$ cat src/rtl/prince_sbox_cms_sched.sv
// prince_sbox_cms_sched: nibble-serial scheduler for a pipelined CMS-masked
// PRINCE S-box datapath. It buffers a 64-bit state held in NSHARES Boolean
// shares and feeds one shared nibble per cycle into the single S-box instance.
// When fresh randomness is missing, every datapath stage is frozen together.
// The shared S-box outputs are collected back into a 64-bit shared result.
//
// Optional build macro: PRINCE_CMS_SCHED_ZEROIZE_EN
//   When defined, o_sb_in is driven to zero outside FEED, the input buffer is
//   cleared on entry to DONE, and o_result is cleared on an accepted start.
module prince_sbox_cms_sched #(
  parameter int NSHARES     = 3,
  parameter int PIPE_STAGES = 2
) (
  input  logic                     i_clk,
  input  logic                     i_rst,
  input  logic                     i_start,
  input  logic [64*NSHARES-1:0]    i_state,
  output logic                     o_busy,
  output logic                     o_done,
  output logic [64*NSHARES-1:0]    o_result,
  output logic [4*NSHARES-1:0]     o_sb_in,
  input  logic [4*NSHARES-1:0]     i_sb_out,
  output logic [PIPE_STAGES-1:0]   o_stage_en,
  output logic                     o_rnd_req,
  input  logic                     i_rnd_valid
);

  typedef enum logic [1:0] {
    IDLE  = 2'd0,
    FEED  = 2'd1,
    DRAIN = 2'd2,
    DONE  = 2'd3
  } state_t;

  state_t                  state;
  state_t                  state_next;
  logic [64*NSHARES-1:0]   in_buf;
  logic [4:0]              feed_cnt;
  logic [4:0]              out_cnt;
  logic [PIPE_STAGES-1:0]  valid_pipe;
  logic [4*NSHARES-1:0]    feed_nib;
  logic                    active;
  logic                    adv;
  logic                    capture;
  logic                    start_ok;
  logic                    feed_last;
  logic                    out_last;

  // Pipeline advance qualifiers: the whole datapath moves only with fresh masks.
  always_comb begin
    active    = (state == FEED) || (state == DRAIN);
    adv       = active && i_rnd_valid;
    capture   = adv && valid_pipe[PIPE_STAGES-1];
    start_ok  = (state == IDLE) && i_start;
    feed_last = (feed_cnt == 5'd15);
    out_last  = (out_cnt == 5'd15);
  end

  // Select nibble feed_cnt from every share of the buffered state.
  always_comb begin
    feed_nib = '0;
    for (int j = 0; j < NSHARES; j++) begin
      feed_nib[4*j +: 4] = in_buf[64*j + 4*int'(feed_cnt[3:0]) +: 4];
    end
  end

  // Next-state logic.
  always_comb begin
    // NOTE: defaulting every always_comb output first keeps any path that does
    // not assign it from inferring a latch.
    state_next = state;
    unique case (state)
      IDLE:    if (i_start) state_next = FEED;
      FEED:    if (adv && feed_last) state_next = DRAIN;
      DRAIN:   if (capture && out_last) state_next = DONE;
      DONE:    state_next = IDLE;
      default: state_next = IDLE;
    endcase
  end

  // State register.
  always_ff @(posedge i_clk) begin
    // NOTE: sequential state is written with non-blocking assignments so all
    // registers update together from values sampled before the edge.
    if (i_rst) state <= IDLE;
    else       state <= state_next;
  end

  // Feed/collect counters and the valid marker that follows each nibble.
  always_ff @(posedge i_clk) begin
    if (i_rst) begin
      feed_cnt   <= '0;
      out_cnt    <= '0;
      valid_pipe <= '0;
    end else if (start_ok) begin
      feed_cnt   <= '0;
      out_cnt    <= '0;
      valid_pipe <= '0;
    end else if (adv) begin
      if (state == FEED) feed_cnt <= feed_cnt + 5'd1;
      if (capture)       out_cnt  <= out_cnt + 5'd1;
      valid_pipe <= PIPE_STAGES'({valid_pipe, (state == FEED)});
    end
  end

  // Input share buffer: loaded on an accepted start.
  always_ff @(posedge i_clk) begin
    // NOTE: the share buffer is reset explicitly so no secret shares survive a
    // reset; this is a deliberate choice rather than a plain storage array.
    if (i_rst) begin
      in_buf <= '0;
    end else if (start_ok) begin
      in_buf <= i_state;
`ifdef PRINCE_CMS_SCHED_ZEROIZE_EN
    end else if ((state == DRAIN) && (state_next == DONE)) begin
      in_buf <= '0;
`endif
    end
  end

  // Result assembly: each captured datapath nibble lands at position out_cnt.
  always_ff @(posedge i_clk) begin
    if (i_rst) begin
      o_result <= '0;
`ifdef PRINCE_CMS_SCHED_ZEROIZE_EN
    end else if (start_ok) begin
      o_result <= '0;
`endif
    end else if (capture) begin
      for (int j = 0; j < NSHARES; j++) begin
        o_result[64*j + 4*int'(out_cnt[3:0]) +: 4] <= i_sb_out[4*j +: 4];
      end
    end
  end

`ifdef PRINCE_CMS_SCHED_ZEROIZE_EN
  // Datapath input is live only while feeding; zero otherwise.
  always_comb begin
    o_sb_in = (state == FEED) ? feed_nib : '0;
  end
`else
  logic [4*NSHARES-1:0] last_nib;

  // Remember the last nibble that actually entered the datapath.
  always_ff @(posedge i_clk) begin
    if (i_rst)                        last_nib <= '0;
    else if (adv && (state == FEED))  last_nib <= feed_nib;
  end

  // Datapath input: current nibble while feeding, otherwise hold the last one.
  always_comb begin
    o_sb_in = (state == FEED) ? feed_nib : last_nib;
  end
`endif

  // Handshake and pipeline-control outputs.
  always_comb begin
    o_busy     = active;
    o_rnd_req  = active;
    o_done     = (state == DONE);
    o_stage_en = {PIPE_STAGES{adv}};
  end

endmodule

$ cat config.mk
export PLATFORM = sky130hd
export DESIGN_NAME = prince_sbox_cms_sched
export DESIGN_NICKNAME = d
export VERILOG_FILES = /design/src/rtl/prince_sbox_cms_sched.sv
export SDC_FILE = /design/constraint.sdc
export NUM_CORES = 1
export LEC_CHECK = 0
export ABC_CLOCK_PERIOD_IN_PS = 3900
export BUFFER_PORTS_ARGS = -buffer_cell sky130_fd_sc_hd__buf_2
export CAP_MARGIN = 40
export CORE_MARGIN = 10
export CORE_UTILIZATION = 54
export CTS_CLUSTER_DIAMETER = 80
export CTS_CLUSTER_SIZE = 20
export DETAILED_ROUTE_END_ITERATION = 6
export GPL_TIMING_DRIVEN = 1
export PLACE_DENSITY = 0.8
export SETUP_SLACK_MARGIN = 0.3
export SLEW_MARGIN = 20
export SYNTH_ARGS = -nofsm -noshare
export SYNTH_HDL_FRONTEND = slang
export SYNTH_SLANG_ARGS = --single-unit
export TNS_END_PERCENT = 100
$ cat constraint.sdc
create_clock -name i_clk -period 3.9 [get_ports i_clk]
set_clock_uncertainty 0.05 [all_clocks]
set_input_delay 0.78 -clock i_clk [delete_from_list [all_inputs] [get_ports i_clk]]
set_output_delay 0.78 -clock i_clk [all_outputs]
set_load 0.02 [all_outputs]
==> results of run 1 <==
==> worst paths after layout <==
| check | start | end | slack, ps |
|---|---|---|---|
| max | feed_cnt[2] | o_sb_in[4] | 400 |
| min | o_result[152] | o_result[152] | 410 |
| max reg2reg | out_cnt[1] | o_result[17] | 530 |
| min reg2reg | o_result[152] | o_result[152] | 410 |
==> sequential cells by signal (all words and copies together) (netlist names) <==
name	cells
feed_cnt	5
o_result	192
in_buf	192
last_nib	12
valid_pipe	2
state	2
out_cnt	5
==> cells in the final DEF, fill, tap and decap left out, drive strengths merged, types with 6 or more instances in the layout <==
cell type	n
nand2b	26
nand4	20
dfxtp	410
clkbuf	28
a22o	19
nor2	167
nor3	32
nand2	497
and3	17
nor4	10
mux2i	92
buf	476
ha	16
inv	21
nor2b	11
a32o	9
nand3	82
and2	12
o21a	16
a21oi	303
a211oi	40
o2111ai	8
a22oi	35
o211ai	6
o2bb2ai	18
a221oi	26
a32oi	10
a31oi	11
o22ai	26
o21ai	22
mux4	24
==> power by group <==
part           internal, uW  total [uW]  switching [uW]
combinational           748        2230            1490
clock                  1260        2690            1440
sequential             4580        4820             235
==> through the flow <==
step | power (uW) | std cells
5_1_grt | 10170 | 2998
3_3_place_gp | 7011 | 2951
3_5_place_dp | 7091 | 2955
6_report | 9745 | 2998
4_1_cts | 9717 | 2990
2_1_floorplan | 6367 | 2226
==> what timing repair did <==
| item | 4_1_cts | 5_1_grt |
|---|---|---|
| endpoints found under the setup margin | 12 | 6 |
| pin swaps | 0 | 0 |
| setup buffers | 3 | 4 |
| resized for setup | 7 | 5 |
==> metal layers <==
metal | vias to the layer above | GRT usage | share of wire
li1 | 8470 | - | -
met1 | 8720 | 0.4045 | 0.41
met2 | 1126 | 0.4620 | 0.44
met3 | 194 | 0.08210 | 0.11
met4 | 4 | 0.09548 | 0.036
met5 | - | 0 | 0.00037
==> logic make-up after synthesis <==
family	after synthesis	share of synthesized area
DFF	410	0.4473
muxes	117	0.08025
AOI/OAI and AO/OA	578	0.2003
buffers and inverters	204	0.04479
and+or+nand+nor	896	0.2141
adders and majority gates	16	0.01091
xor gates and xnor gates	5	0.002387
==> critical path: stages, from the launching register on <==
cell and delay [ps]:
dfxtp_4 510, buf_6 260, mux2i_1 110, a221oi_1 540
a22oi_1 140, o21a_1 160, a21oi_1 180, buf_2 200
==> layout make-up <==
type / count / area (um2) / share of cell area
Multi-Input combinational cell: 1612 / 9383 / 0.4345
Sequential cell: 410 / 8217 / 0.3805
Timing Repair Buffer: 476 / 2643 / 0.1224
Clock buffer: 28 / 646.9 / 0.02996
Tap cell: 448 / 560.5 / 0.02596
Inverter: 20 / 78.83 / 0.003651
Clock inverter: 4 / 63.81 / 0.002955
==> results.sh, run 1 <==
export IMPL_tns_ps=0
export IMPL_drive_gt1_frac=0.2235
export IMPL_tightest_slew_ps=943.2
export IMPL_leakagePower_uw=0.008429
export IMPL_synth_top_cells_by_count="nand2_1 (496), dfxtp_1 (410), a21oi_1 (303)"
export IMPL_vias_per_cell=6.175
export IMPL_yosysTopAreaCell="dfxtp_1"
export IMPL_crit_fanout=16
export IMPL_yosys_cell_types_count=74
export IMPL_cp_required_ps=3070
export IMPL_fin_crit_ps=3496
export IMPL_antenna_found_initial=2
export IMPL_worstHoldPathType="reg2reg"
export IMPL_synth_area_per_cell_um2=8.244
export IMPL_slew_headroom=0.3712
export IMPL_vias=18510
export IMPL_final_nets=2769
export IMPL_rsz0062_at_grt="no"
export IMPL_final_util=0.6439
export IMPL_coreArea_um2=33530
export IMPL_cts_buffers=25
export IMPL_synth_top_area_frac=0.4473
export IMPL_critPathKind="reg2out"
export IMPL_rows=67
export IMPL_clk_pin_slew_ps=90
export IMPL_drt_iter0_drc=2428
export IMPL_drc=0
export IMPL_ys_seq_elements=410
export IMPL_drt_total_wl_mm=67.08
export IMPL_grt_ovfl_total=0
export IMPL_grt_max_degree=193
export IMPL_maxCapViolations=0
export IMPL_reg2reg_depth=9
export IMPL_wire_per_inst_um=22.38
export IMPL_fmax_ghz=0.2860
export IMPL_area_delta_synth_final_pct=17.66
export IMPL_end_kind="output port"
export IMPL_clock_latency_ps=560
export IMPL_grt_first_pass_wirelength_mm=101.1
export IMPL_ant_nets=0
export IMPL_hpwlAfterDp_mm=50.05
export IMPL_synthCells=2226
export IMPL_root_buffer="clkbuf_16"
export IMPL_grt_pass1_vias=17530
export IMPL_numClockSinks=410
export IMPL_gp_congestion=1.009
export IMPL_holdWs_ps=406.3
export IMPL_cts_tree="yes"
export IMPL_synth_edff_count=0
export IMPL_n_fill_cell=2917
export IMPL_clockBufferDepth=3
export IMPL_grt_usage=0.3014
export IMPL_yosysSeqAreaShare=0.4473
export IMPL_syn_nets=2450
export IMPL_postCtsHoldBufs=0
export IMPL_holdPathStages=2
export IMPL_yosys_cell_count_top_type="nand2_1"
export IMPL_period_share=0.8965
export IMPL_place_area_um2=20730
export IMPL_hold_viol=0
export IMPL_setup_violations_final=0
export IMPL_num_antenna_cells=0
export IMPL_initial_core_util=0.5473
export IMPL_synthArstFlopShare=0
export IMPL_fp_dieW_um=204.3
export IMPL_port_buffers=416
export IMPL_worstSetupStartpointType="flip-flop"
export IMPL_drv_slew=0
export IMPL_pre_cts_ws_ps=554.4
export IMPL_drt_pass1_iterations=6
export IMPL_ir_drop_uv=483.0
export IMPL_dieArea_um2=41760
export IMPL_synthTopCellsByArea="dfxtp_1 (45%), nand2_1 (10%), a21oi_1 (8.3%)"
export IMPL_die_height_um=204.3
export IMPL_p_per_area_nw_per_um2=451.3
export IMPL_ys_flop_type="dfxtp_1"
export IMPL_cp_arrival_ps=2670
export IMPL_pin_count=417
export IMPL_final_area_um2=21590
export IMPL_fin_ws_ps=403.8
export IMPL_syn_area_um2=18350
export IMPL_htreeDepth=1
export IMPL_outcome="finished, final reports clean"
export IMPL_ys_warn_count=0
Power figures use the tool's default switching activity.
==> run 2: changes to the inputs <==
Settings changed: BUFFER_PORTS_ARGS -buffer_cell sky130_fd_sc_hd__buf_2 to -buffer_cell sky130_fd_sc_hd__buf_4.
==> run 2 against run 1 <==
Via count decreased by 0.49%. Highest routed layer is now met4. Register-to-register slack got worse by 30 ps. Sequential cell count unchanged. Critical path type unchanged. Global-route usage increased by 0.45 points. Sequential power about the same.
==> results.sh, run 2 (synthesis results as in run 1) <==
export IMPL_final_nets=2768
export IMPL_dieArea_um2=41760
export IMPL_crit_fanout=11
export IMPL_clk_pin_slew_ps=80
export IMPL_drive_gt1_frac=0.2220
export IMPL_critPathKind="reg2out"
export IMPL_cts_buffers=25
export IMPL_coreArea_um2=33530
export IMPL_drt_total_wl_mm=68.15
export IMPL_initial_core_util=0.5473
export IMPL_path_delay_family="multiplexers"
export IMPL_worstSetupStartpointType="flip-flop"
export IMPL_fp_dieW_um=204.3
export IMPL_hpwlAfterDp_mm=50.50
export IMPL_leakagePower_uw=0.008559
export IMPL_tns_ps=0
export IMPL_fin_crit_ps=3453
export IMPL_crit_chain="buf_4 > buf_4 > mux4_2 > a22oi_1 > o21ai_0 > mux2_2 > buf_4"
export IMPL_drt_pass1_iterations=6
export IMPL_grt_pass1_vias=17620
export IMPL_port_buffers=416
export IMPL_grt_ovfl_total=0
export IMPL_reg_top3="in_buf (192), o_result (192), last_nib (12)"
export IMPL_layout_commonest_cell="nand2_1"
export IMPL_gp_congestion=0.9619
export IMPL_fmax_ghz=0.2896
export IMPL_die_height_um=204.3
export IMPL_numClockSinks=410
export IMPL_slew_headroom=0.4334
export IMPL_switching_share=0.3201
export IMPL_final_cells=2997
export IMPL_period_share=0.8853
export IMPL_dpl_cell_count=2952
export IMPL_grt_usage=0.3060
export IMPL_grt_max_degree=193
export IMPL_cp_arrival_ps=2620
export IMPL_n_fill_cell=2832
export IMPL_rsz0062_at_grt="yes"
export IMPL_outcome="finished, final reports clean"
export IMPL_worstHoldPathType="reg2reg"
export IMPL_postCtsHoldBufs=0
export IMPL_grt_first_pass_wirelength_mm=102.5
export IMPL_num_antenna_cells=0
export IMPL_combPwrFrac=0.241
export IMPL_drc=0
export IMPL_cts_tree="yes"
export IMPL_vias_per_cell=6.147
export IMPL_cp_slowest_cell="dfxtp_4"
export IMPL_crit_path_max_incr_delay_ps=480
export IMPL_wire_per_inst_um=22.74
export IMPL_setup_violations_final=0
export IMPL_area_delta_synth_final_pct=22.98
export IMPL_pin_count=417
export IMPL_critPathBufInv=3
export IMPL_cpMostUsedCell="buf_4"
export IMPL_drv_slew=0
export IMPL_p_seq_frac=0.492
export IMPL_cp_required_ps=3070
export IMPL_tightest_slew_ps=848.1
export IMPL_ir_drop_uv=359.8
export IMPL_p_int_uw=6636
export IMPL_ant_nets=0
export IMPL_hold_viol=0
export IMPL_vias=18420
export IMPL_htreeDepth=1
export IMPL_rows=67
export IMPL_switching_power_uw=3125
export IMPL_maxCapViolations=0
export IMPL_p_per_area_nw_per_um2=432.5
export IMPL_clock_power_share=0.267
export IMPL_clock_latency_ps=550
export IMPL_clockBufferDepth=3
export IMPL_final_cell_mix="nand2_1 (495), buf_4 (463), dfxtp_1 (406), a21oi_1 (303), nor2_1 (166)"
export IMPL_drt_iter0_drc=2165
export IMPL_root_buffer="clkbuf_16"
export IMPL_end_kind="output port"
export IMPL_antenna_found_initial=0
[run 2: cell types whose count changed in the layout (fill, tap and decap cells not counted), sizes merged]
cell,delta
buf,-2
bufinv,-1
clkbuf,+3
inv,-1
[run 2: worst paths after layout]
check | startpoint | end | slack [ps] | cells past startpoint
worst max-delay path | feed_cnt[2] | o_sb_in[11] | 450 | 7
worst min register to register | in_buf[51] | in_buf[51] | 410 | 2
worst max register to register | out_cnt[0] | o_result[58] | 500 | 8
worst min-delay path | in_buf[51] | in_buf[51] | 410 | 2
[run 2: layer usage]
layer  global-route usage  vias to the layer above  part of all wire
li1                     -                     8458                 -
met1               0.4073                     8717              0.40
met2               0.4811                     1081              0.45
met3              0.07703                      167              0.11
met4              0.08966                        0             0.032
met5                    0                        -                 0
[run 2: power by group through the flow]
stage | combinational [uW] | clock [uW] | sequential [uW]
floorplan | 1550 | 0 | 4820
finish | 2360 | 2610 | 4800
global route | 2570 | 2780 | 4840
global placement | 2260 | 0 | 4870
detailed placement | 2320 | 0 | 4890
CTS | 2320 | 2630 | 4790
[run 2: through the flow]
stage	hold WS (ps)	instance area, um2	worst slack [ps]	utilization	total power [uW]
6_report	405.6	22570	447.4	0.6730	9761
5_1_grt	410.6	22570	269.7	0.6730	10190
4_1_cts	401.5	22450	331.9	0.6696	9750
3_5_place_dp	394.7	21750	544.3	0.6485	7210
3_3_place_gp	386.4	21690	688.7	0.6469	7128
2_1_floorplan	382.2	18350	820.7	-	6367
[run 2: timing repair]
item | in CTS | in global routing
endpoints found under the setup margin | 11 | 17
gates resized for setup | 3 | 5
gates cloned | 0 | 0
buffers inserted | 1 | 9
[run 2: cell type report]
type	instances	area, um2	area share
sequential	410	8218	0.3641
multi-input combinational	1612	9370	0.4152
clock buffer	30	654.4	0.02900
tap	448	560.5	0.02484
clock inverter	2	27.53	0.001220
inverter	20	78.83	0.003493
timing repair buffer	475	3659	0.1621
[run 2: tightest hold or removal path, cell delays in order, from the launching register on]
cell and delay (ps):
dfxtp_1 310, nand2_1 50, a21oi_1 50
